==> config.mk <==
export PLATFORM = sky130hd
export DESIGN_NAME = cpu_control_unit
export DESIGN_NICKNAME = d
export VERILOG_FILES = /design/src/rtl/cpu_ctrl_pkg.sv /design/src/rtl/cpu_control_unit_rom.sv /design/src/rtl/cpu_control_unit.sv
export SDC_FILE = /design/constraint.sdc
export NUM_CORES = 1
export LEC_CHECK = 0
export CAP_MARGIN = 20
export CORE_MARGIN = 2
export CORE_UTILIZATION = 43
export CTS_BUF_LIST = sky130_fd_sc_hd__clkbuf_16
export DETAILED_ROUTE_END_ITERATION = 7
export GPL_ROUTABILITY_DRIVEN = 0
export HOLD_SLACK_MARGIN = 0.05
export PLACE_DENSITY = 0.8
export SYNTH_ARGS = -nofsm -noshare
export SYNTH_HDL_FRONTEND = slang
export SYNTH_SLANG_ARGS = --single-unit
==> constraint.sdc <==
create_clock -name clk -period 5.58 [get_ports clk]
set_input_delay 1.116 -clock clk [delete_from_list [all_inputs] [get_ports clk]]
set_output_delay 1.116 -clock clk [all_outputs]
set_load 0.01 [all_outputs]
==> src/rtl/cpu_ctrl_pkg.sv <==
// Shared constants for the 8-bit CPU control unit:
// control-bit indices, opcodes, fetch words and instruction lengths.
package cpu_ctrl_pkg;

    localparam int NUM_STEPS = 5;
    localparam int STEP_W    = 3;
    localparam int OPCODE_W  = 4;
    localparam int CTRL_W    = 16;

    localparam int CTRL_HLT = 0;
    localparam int CTRL_MI  = 1;
    localparam int CTRL_RI  = 2;
    localparam int CTRL_RO  = 3;
    localparam int CTRL_IO  = 4;
    localparam int CTRL_II  = 5;
    localparam int CTRL_AI  = 6;
    localparam int CTRL_AO  = 7;
    localparam int CTRL_EO  = 8;
    localparam int CTRL_SU  = 9;
    localparam int CTRL_BI  = 10;
    localparam int CTRL_OI  = 11;
    localparam int CTRL_CE  = 12;
    localparam int CTRL_CO  = 13;
    localparam int CTRL_J   = 14;
    localparam int CTRL_FI  = 15;

    localparam logic [OPCODE_W-1:0] OP_NOP = 4'h0;
    localparam logic [OPCODE_W-1:0] OP_LDA = 4'h1;
    localparam logic [OPCODE_W-1:0] OP_ADD = 4'h2;
    localparam logic [OPCODE_W-1:0] OP_SUB = 4'h3;
    localparam logic [OPCODE_W-1:0] OP_STA = 4'h4;
    localparam logic [OPCODE_W-1:0] OP_LDI = 4'h5;
    localparam logic [OPCODE_W-1:0] OP_JMP = 4'h6;
    localparam logic [OPCODE_W-1:0] OP_JC  = 4'h7;
    localparam logic [OPCODE_W-1:0] OP_JZ  = 4'h8;
    localparam logic [OPCODE_W-1:0] OP_OUT = 4'hE;
    localparam logic [OPCODE_W-1:0] OP_HLT = 4'hF;

    function automatic logic [CTRL_W-1:0] cb(input int idx);
        return CTRL_W'(1) << idx;
    endfunction

    localparam logic [CTRL_W-1:0] FETCH0   = cb(CTRL_CO) | cb(CTRL_MI);
    localparam logic [CTRL_W-1:0] FETCH1   = cb(CTRL_RO) | cb(CTRL_II)
                                           | cb(CTRL_CE);
    localparam logic [CTRL_W-1:0] HLT_WORD = cb(CTRL_HLT);

    localparam logic [STEP_W-1:0] LEN_NOP = 3'd2;
    localparam logic [STEP_W-1:0] LEN_LDA = 3'd4;
    localparam logic [STEP_W-1:0] LEN_ADD = 3'd5;
    localparam logic [STEP_W-1:0] LEN_SUB = 3'd5;
    localparam logic [STEP_W-1:0] LEN_STA = 3'd4;
    localparam logic [STEP_W-1:0] LEN_LDI = 3'd3;
    localparam logic [STEP_W-1:0] LEN_JMP = 3'd3;
    localparam logic [STEP_W-1:0] LEN_JC  = 3'd3;
    localparam logic [STEP_W-1:0] LEN_JZ  = 3'd3;
    localparam logic [STEP_W-1:0] LEN_OUT = 3'd3;
    localparam logic [STEP_W-1:0] LEN_HLT = 3'd3;

    function automatic logic [STEP_W-1:0] instr_len(
        input logic [OPCODE_W-1:0] op
    );
        logic [STEP_W-1:0] len;
        len = LEN_NOP;
        unique case (op)
            OP_LDA:  len = LEN_LDA;
            OP_ADD:  len = LEN_ADD;
            OP_SUB:  len = LEN_SUB;
            OP_STA:  len = LEN_STA;
            OP_LDI:  len = LEN_LDI;
            OP_JMP:  len = LEN_JMP;
            OP_JC:   len = LEN_JC;
            OP_JZ:   len = LEN_JZ;
            OP_OUT:  len = LEN_OUT;
            OP_HLT:  len = LEN_HLT;
            default: len = LEN_NOP;
        endcase
        return len;
    endfunction

endpackage

==> src/rtl/cpu_control_unit_rom.sv <==
// Microcode table: (step, opcode, flags) -> control word and an
// end-of-instruction marker. Purely combinational.
module cpu_microcode_rom
    import cpu_ctrl_pkg::*;
(
    input  logic [STEP_W-1:0]   step,
    input  logic [OPCODE_W-1:0] opcode,
    input  logic                flag_c,
    input  logic                flag_z,
    output logic [CTRL_W-1:0]   ctrl,
    output logic                last_step
);

    logic [STEP_W-1:0] len;
    logic [STEP_W:0]   step_nxt;

    always_comb begin
        ctrl     = '0;
        len      = instr_len(opcode);
        step_nxt = {1'b0, step} + 4'd1;
        // Out-of-range steps also wrap so the counter can never stick.
        last_step = (step_nxt >= {1'b0, len})
                  || (step_nxt >= (STEP_W+1)'(NUM_STEPS));

        unique case (step)
            3'd0: ctrl = FETCH0;
            3'd1: ctrl = FETCH1;
            3'd2: begin
                unique case (opcode)
                    OP_LDA, OP_ADD, OP_SUB, OP_STA:
                        ctrl = cb(CTRL_IO) | cb(CTRL_MI);
                    OP_LDI:
                        ctrl = cb(CTRL_IO) | cb(CTRL_AI);
                    OP_JMP:
                        ctrl = cb(CTRL_IO) | cb(CTRL_J);
                    OP_JC:
                        ctrl = flag_c ? (cb(CTRL_IO) | cb(CTRL_J)) : '0;
                    OP_JZ:
                        ctrl = flag_z ? (cb(CTRL_IO) | cb(CTRL_J)) : '0;
                    OP_OUT:
                        ctrl = cb(CTRL_AO) | cb(CTRL_OI);
                    OP_HLT:
                        ctrl = HLT_WORD;
                    default:
                        ctrl = '0;
                endcase
            end
            3'd3: begin
                unique case (opcode)
                    OP_LDA:         ctrl = cb(CTRL_RO) | cb(CTRL_AI);
                    OP_ADD, OP_SUB: ctrl = cb(CTRL_RO) | cb(CTRL_BI);
                    OP_STA:         ctrl = cb(CTRL_AO) | cb(CTRL_RI);
                    default:        ctrl = '0;
                endcase
            end
            3'd4: begin
                unique case (opcode)
                    OP_ADD:
                        ctrl = cb(CTRL_EO) | cb(CTRL_AI) | cb(CTRL_FI);
                    OP_SUB:
                        ctrl = cb(CTRL_EO) | cb(CTRL_AI) | cb(CTRL_FI)
                             | cb(CTRL_SU);
                    default:
                        ctrl = '0;
                endcase
            end
            default: ctrl = '0;
        endcase
    end

endmodule

==> src/rtl/cpu_control_unit.sv <==
// T-state sequencer for the 8-bit CPU: step counter, halt latch and
// the combinational control word from the microcode table.
module cpu_control_unit
    import cpu_ctrl_pkg::*;
(
    input  logic                clk,
    input  logic                rst,
    input  logic [OPCODE_W-1:0] opcode,
    input  logic                flag_c,
    input  logic                flag_z,
    output logic [CTRL_W-1:0]   ctrl,
    output logic [STEP_W-1:0]   step,
    output logic                halted
);

    logic [STEP_W-1:0] step_q, step_d;
    logic              halted_q, halted_d;
    logic [CTRL_W-1:0] rom_ctrl;
    logic              rom_last;
    logic              enter_halt;

    cpu_microcode_rom u_rom (
        .step      (step_q),
        .opcode    (opcode),
        .flag_c    (flag_c),
        .flag_z    (flag_z),
        .ctrl      (rom_ctrl),
        .last_step (rom_last)
    );

    always_comb begin
        step_d     = step_q;
        halted_d   = halted_q;
        enter_halt = (step_q == 3'd2) && (opcode == OP_HLT);
        if (halted_q) begin
            step_d = step_q;
        end else if (enter_halt) begin
            // Freeze on T2 so the display shows where the CPU stopped.
            halted_d = 1'b1;
        end else if (rom_last) begin
            step_d = '0;
        end else begin
            step_d = step_q + 3'd1;
        end
    end

    always_ff @(posedge clk) begin
        if (rst) begin
            step_q   <= '0;
            halted_q <= 1'b0;
        end else begin
            step_q   <= step_d;
            halted_q <= halted_d;
        end
    end

    assign ctrl   = halted_q ? HLT_WORD : rom_ctrl;
    assign step   = step_q;
    assign halted = halted_q;

endmodule

==> flow_metrics.env, run 1 <==
export IMPL_run_status="complete, no violations"
export IMPL_nNetsFinal=123
export IMPL_grt_antenna_before_repair=0
export IMPL_timing_final_crit_share_pct=76.26
export IMPL_timing_critical_path_slowest_stage_cell="sky130_fd_sc_hd__clkdlybuf4s50_1"
export IMPL_antenna_left=0
export IMPL_yosys_top_cells_count="sky130_fd_sc_hd__inv_1 (9), sky130_fd_sc_hd__ha_1 (8), sky130_fd_sc_hd__nor2_1 (8), sky130_fd_sc_hd__nor3_1 (6)"
export IMPL_switching_power_uw=133.7
export IMPL_ys_async_sr_fraction_pct=0
export IMPL_layout_setup_ws_ns=1.325
export IMPL_grt_first_pass_wirelength_um=2642
export IMPL_post_synth_cell_area_avg_um2=7.507
export IMPL_number_of_filler_instances_in_the_final_layout=111
export IMPL_timing_slew_headroom_pct=72.20
export IMPL_clock_root_buffer="sky130_fd_sc_hd__clkbuf_16"
export IMPL_totalNegativeSetupSlack_ns=0
export IMPL_synth_top_area_share_pct=16.46
export IMPL_postSynthNetCount=97
export IMPL_worstPathMaxFanout=10
export IMPL_drt_wirelength_per_cell_um=12.96
export IMPL_mappedNetlistArea_um2=608.1
export IMPL_final_area_um2=928.4
export IMPL_power_density_nw_per_um2=400.5
export IMPL_critical_path_most_common_cell="sky130_fd_sc_hd__clkdlybuf4s50_1"
export IMPL_grt_max_degree=11
export IMPL_maxCapViolCount=0
export IMPL_worst_path_largest_cell_delay_ns=0.72
export IMPL_cp_required_ns=4.46
export IMPL_yosys_warnings=0
export IMPL_via_density_per_instance=5.367
export IMPL_setup_violations_final=0
export IMPL_finalHoldViolations=0
export IMPL_die_y_um=41.61
export IMPL_grtUsageTotal_pct=19.00
export IMPL_synth_seq_area_share_pct=13.17
export IMPL_drive_above_1_share_pct=10.48
export IMPL_clkSinkCount=4
export IMPL_drv_slew=0
export IMPL_full_die_area_um2=1731
export IMPL_area_growth_synth_to_final_pct=52.67
export IMPL_place_worst_setup_slack_ns=1.347
export IMPL_post_cts_setup_buffers=0
export IMPL_number_of_flops_mapped_to_enable_cells_by_yosys=0
export IMPL_clkPwrFrac_pct=30.0
export IMPL_num_cts_buffers=3
export IMPL_core_um2=1318
export IMPL_slew_at_the_pin_closest_to_its_max_slew_limit_ns=0.4156
export IMPL_worst_setup_path_type="input pin to primary output"
export IMPL_unrepaired_setup_endpoints_after_global_routing="false"
export IMPL_cts_tree="yes"
export IMPL_postSynthRegisterBits=4
export IMPL_wl_met3_um=67
export IMPL_power_report_internal_total_uw=238.1
export IMPL_multi_input_comb_area_um2=450.4
export IMPL_detailed_place_area_um2=853.3
export IMPL_timing_critical_path_from_type="input pin"
export IMPL_yosysUniqueCellTypes=37
export IMPL_start_util_pct=46.15
export IMPL_synth_cells=81
export IMPL_min_delay_path_class="flop to flop"
export IMPL_dpl_hpwl_um=1233
export IMPL_via_count=644
export IMPL_pin_count=28
export IMPL_grt_overflow_total=0
export IMPL_clock_skew_final_ns=0.0007523
export IMPL_routed_wirelength_um=1555
export IMPL_rows=13
export IMPL_ir_drop_worst_vdd_v=0.0002451
export IMPL_dr_pass1_iters=4
export IMPL_power_frac_comb_pct=56.8
export IMPL_layout_area_seq_um2=80.08
export IMPL_insertion_delay_ns=0.22
export IMPL_dieWidth_um=41.61
export IMPL_port_buffer_count=27
export IMPL_synth_area_top_cells="sky130_fd_sc_hd__ha_1 (16%), sky130_fd_sc_hd__dfxtp_1 (13%), sky130_fd_sc_hd__inv_1 (5.6%), sky130_fd_sc_hd__nor3_1 (4.9%), sky130_fd_sc_hd__nor2_1 (4.9%)"
export IMPL_detail_route_iter0_violations=12
export IMPL_synthMostInstantiatedCell="sky130_fd_sc_hd__inv_1"
export IMPL_timing_fmax_mhz=235.0
export IMPL_cp_cell_sequence="clkdlybuf4s50_1 -> nand2b_4 -> or3_1 -> o32a_1 -> a21oi_2 -> clkdlybuf4s50_1"
export IMPL_max_clock_path_buffers=2
export IMPL_post_route_drc_count=0
export IMPL_h_tree_depth=1
export IMPL_diodes=0
export IMPL_dominantRegCellSynth="sky130_fd_sc_hd__dfxtp_1"
export IMPL_synth_top_area_cell="sky130_fd_sc_hd__ha_1"
export IMPL_grt_pass1_vias=597
export IMPL_cts_hold_buf=0
export IMPL_p_seq_share_pct=13.2
export IMPL_route_met2_wl_um=812
export IMPL_m1WireLength_um=675
export IMPL_route_top_layer_used="met3"
export IMPL_clk_pin_slew_worst_paths_ns=0.03
export IMPL_sw_share_pct=35.96
export IMPL_post_cts_resized=0
export IMPL_clock_period_minus_worst_slack_ns=4.255
export IMPL_static_leakage_power_uw=0.0003892
export IMPL_end_kind="primary output"
export IMPL_arrival_ns=3.14
routing by layer:
layer | global-route usage, % | vias up
li1 | - | 332
met1 | 22.83 | 299
met2 | 34.06 | 13
met3 | 4.348 | 0
met4 | 3.871 | 0
met5 | 0 | -
layout by cell type (no fill, tap or decap), types with 2 or more instances in the layout:
cell type                         netlist  routed
sky130_fd_sc_hd__clkdlybuf4s50_1        0      27
sky130_fd_sc_hd__nor3_1                 6       6
sky130_fd_sc_hd__inv_1                  9       9
sky130_fd_sc_hd__nand2_1                3       3
sky130_fd_sc_hd__clkbuf_16              0       3
sky130_fd_sc_hd__a21oi_1                4       4
sky130_fd_sc_hd__dfxtp_1                4       4
sky130_fd_sc_hd__o21ai_0                2       2
sky130_fd_sc_hd__ha_1                   8       8
sky130_fd_sc_hd__nand2b_1               2       2
sky130_fd_sc_hd__nor3_2                 2       2
sky130_fd_sc_hd__nor2_1                 8       8
sky130_fd_sc_hd__and2_1                 3       3
sky130_fd_sc_hd__o21a_1                 2       2
kinds of logic after synthesis:
kind of cell,count (synthesis),share of synthesized area [%]
AOI/OAI and AO/OA,18,22.22
and+or+nand+nor,35,33.75
adders and majority gates,8,16.46
buffers and inverters,15,12.76
muxes,1,1.646
DFF,4,13.17
per-stage QoR:
stage	hold slack (ns)	std cells	power [uW]	util [%]
floorplan	0.5972	81	173.9	-
global placement	0.5836	117	255.7	64.77
detailed placement	0.5944	117	260.9	64.77
CTS	0.5989	120	375.0	70.47
global route	0.6576	120	401.5	70.47
finish	0.5991	120	371.9	70.47
final timing paths:
check | slack (ns) | start | cells after the start | end
worst min register to register | 0.60 | step[1] | 1 | step[1]
worst max-delay path | 1.32 | opcode[3] | 6 | ctrl[4]
worst max register to register | 3.63 | step[0] | 7 | step[1]
worst min-delay path | 0.60 | step[1] | 1 | step[1]
power groups by stage:
| stage | registers (uW) | clock network [uW] | logic [uW] |
|---|---|---|---|
| finish | 48.9 | 112 | 211 |
| global route | 51.2 | 116 | 234 |
| CTS | 49.1 | 113 | 213 |
| detailed placement | 49.5 | 0 | 211 |
| global placement | 49.5 | 0 | 206 |
| floorplan | 50.0 | 0 | 124 |
critical path: cells and delay by family:
| family | cells | cell delay (ns) |
|---|---|---|
| buffers and inverters | 2 | 1.26 |
| AND/OR/NAND/NOR | 2 | 0.43 |
| AO/OA/AOI/OAI | 2 | 0.33 |
sequential cells by signal (all words and copies together) (netlist names):
| register | cells |
|---|---|
| step | 3 |
| halted | 1 |
area by class of cell:
cell class / instances / share of cell area [%]
clock buffer: 3 / 8.086
inverter: 9 / 3.639
multi-input combinational: 62 / 48.52
sequential: 4 / 8.625
tap: 15 / 2.022
timing repair buffer: 27 / 29.11
(Power assumes the default switching activity.)
==> run 2, diff against run 1 <==
CORE_UTILIZATION = 36   (was 43)
PLACE_DENSITY = 0.71   (was 0.8)
clock period = 3.9 ns   (was 5.58 ns; I/O delays follow)
==> run 2 against run 1 <==
Effect of this change:
- sequential share of layout area about the same
- clock power increased by 40%
- count of clock-buffer cells in the layout unchanged
- hold slack improved by 0.026 ns
- critical path type unchanged
==> flow_metrics.env, run 2 (same netlist as run 1, synthesis figures left out) <==
export IMPL_run_status="complete, no violations"
export IMPL_num_cts_buffers=3
export IMPL_fin_total_pwr_uw=535.6
export IMPL_max_clock_path_buffers=2
export IMPL_cp_required_ns=3.12
export IMPL_dpl_hpwl_um=1185
export IMPL_maxCapViolCount=0
export IMPL_finish_utilization_pct=60.31
export IMPL_clock_root_buffer="sky130_fd_sc_hd__clkbuf_16"
export IMPL_timing_final_crit_share_pct=91.05
export IMPL_largest_register_ff_count=3
export IMPL_detail_route_iter0_violations=16
export IMPL_timing_fmax_mhz=281.6
export IMPL_mostFrequentLayoutCells="sky130_fd_sc_hd__clkdlybuf4s50_1 (27), sky130_fd_sc_hd__inv_1 (9), sky130_fd_sc_hd__nor2_1 (8), sky130_fd_sc_hd__ha_1 (8), sky130_fd_sc_hd__nor3_1 (6)"
export IMPL_post_cts_resized=0
export IMPL_post_route_drc_count=0
export IMPL_switching_power_uw=194.9
export IMPL_antenna_left=0
export IMPL_timing_slew_headroom_pct=71.14
export IMPL_via_count=659
export IMPL_worstPathMaxFanout=10
export IMPL_clkSinkCount=4
export IMPL_start_util_pct=39.45
export IMPL_area_growth_synth_to_final_pct=52.88
export IMPL_drt_wirelength_per_cell_um=12.88
export IMPL_clock_skew_final_ns=0.0005966
export IMPL_totalNegativeSetupSlack_ns=0
export IMPL_pin_count=28
export IMPL_hold_start="step[1]"
export IMPL_number_of_filler_instances_in_the_final_layout=146
export IMPL_sw_share_pct=36.38
export IMPL_drive_above_1_share_pct=10.48
export IMPL_cts_tree="yes"
export IMPL_clk_pin_slew_worst_paths_ns=0.03
export IMPL_r2r_cells=7
export IMPL_power_report_internal_total_uw=340.7
export IMPL_grt_first_pass_wirelength_um=2539
export IMPL_power_density_nw_per_um2=576.2
export IMPL_slew_at_the_pin_closest_to_its_max_slew_limit_ns=0.4316
export IMPL_rows=14
export IMPL_p_seq_share_pct=13.4
export IMPL_via_density_per_instance=5.446
export IMPL_grt_antenna_before_repair=0
export IMPL_arrival_ns=2.77
export IMPL_core_um2=1541
export IMPL_worst_setup_path_type="input pin to primary output"
export IMPL_timing_critical_path_from_type="input pin"
export IMPL_grt_pass1_vias=594
export IMPL_h_tree_depth=1
export IMPL_most_common_cell_after_layout_fill_and_taps_aside="sky130_fd_sc_hd__clkdlybuf4s50_1"
export IMPL_r2r_start="step[0]"
export IMPL_ir_drop_worst_vdd_v=0.0004324
export IMPL_timing_hold_ws_ns=0.6254
export IMPL_dieWidth_um=45.10
export IMPL_routed_wirelength_um=1558
export IMPL_end_kind="primary output"
export IMPL_post_cts_setup_buffers=0
export IMPL_min_delay_path_class="flop to flop"
export IMPL_cts_hold_buf=0
export IMPL_nNetsFinal=123
export IMPL_multi_input_comb_area_um2=450.4
export IMPL_full_die_area_um2=2034
export IMPL_setup_violations_final=0
export IMPL_finalHoldViolations=0
export IMPL_insertion_delay_ns=0.22
export IMPL_power_frac_comb_pct=57.4
export IMPL_port_buffer_count=27
export IMPL_diodes=0
export IMPL_grt_max_degree=11
export IMPL_unrepaired_setup_endpoints_after_global_routing="false"
export IMPL_dr_pass1_iters=4
export IMPL_drv_slew=0
export IMPL_grtUsageTotal_pct=16.71
export IMPL_clock_period_minus_worst_slack_ns=3.551
export IMPL_layout_area_seq_um2=80.08
export IMPL_grt_overflow_total=0
export IMPL_worst_setup_slack_for_register_to_register_paths_ns=1.91
export IMPL_static_leakage_power_uw=0.0003892
export IMPL_die_y_um=45.10
export IMPL_worstHoldEndpoint="step[1]"
export IMPL_timing_rr_end="step[1]"
export IMPL_clkPwrFrac_pct=29.3
export IMPL_worstHoldPathCells=1
run 2: cell counts in the layout (fill, tap and decap cells not counted):
No cell type changed its count.
run 2: critical path, cell delays in order:
cell and delay [ns]:
sky130_fd_sc_hd__clkdlybuf4s50_1 0.73, sky130_fd_sc_hd__nand2b_4 0.07, sky130_fd_sc_hd__or3_1 0.33, sky130_fd_sc_hd__o32a_1 0.20, sky130_fd_sc_hd__a21oi_2 0.12, sky130_fd_sc_hd__clkdlybuf4s50_1 0.53
run 2: layout make-up:
class | count | share of cell area [%]
Clock buffer | 3 | 8.075
Multi-Input combinational cell | 62 | 48.45
Tap cell | 16 | 2.153
Timing Repair Buffer | 27 | 29.07
Sequential cell | 4 | 8.614
Inverter | 9 | 3.634
run 2: how the worst max path moves through the flow:
stage / to / slack (ns) / from / depth (start not counted)
after floorplan: ctrl[9] / 1.42 / opcode[3] / 4
after global placement: ctrl[4] / 0.39 / opcode[3] / 6
after detailed placement: ctrl[4] / 0.37 / opcode[3] / 6
after CTS: ctrl[4] / 0.37 / opcode[3] / 6
after global routing: ctrl[6] / 0.27 / opcode[3] / 5
final: ctrl[4] / 0.35 / opcode[3] / 6
run 2: power by group through the flow:
stage	registers [uW]	logic, uW	clock network [uW]
floorplan	71.5	177	0
global placement	72.0	299	0
detailed placement	71.7	306	0
CTS	72.1	310	160
global route	74.8	337	162
finish	71.7	307	157
run 2: routing by layer:
| layer | share of wire, % | global-route usage [%] | vias up |
|---|---|---|---|
| met5 | 0 | 0 | - |
| met4 | 0 | 7.059 | 0 |
| met3 | 6.7 | 1.600 | 0 |
| met2 | 48 | 29.14 | 32 |
| met1 | 46 | 20.73 | 296 |
| li1 | - | - | 331 |
run 2: metrics by stage:
step	cell area, um^2	std cells	worst slack (ns)
finish	929.6	121	0.3489
global route	929.6	121	0.2726
CTS	929.6	121	0.3655
detailed placement	854.6	118	0.3704
global placement	854.6	118	0.3866
floorplan	608.1	81	1.416
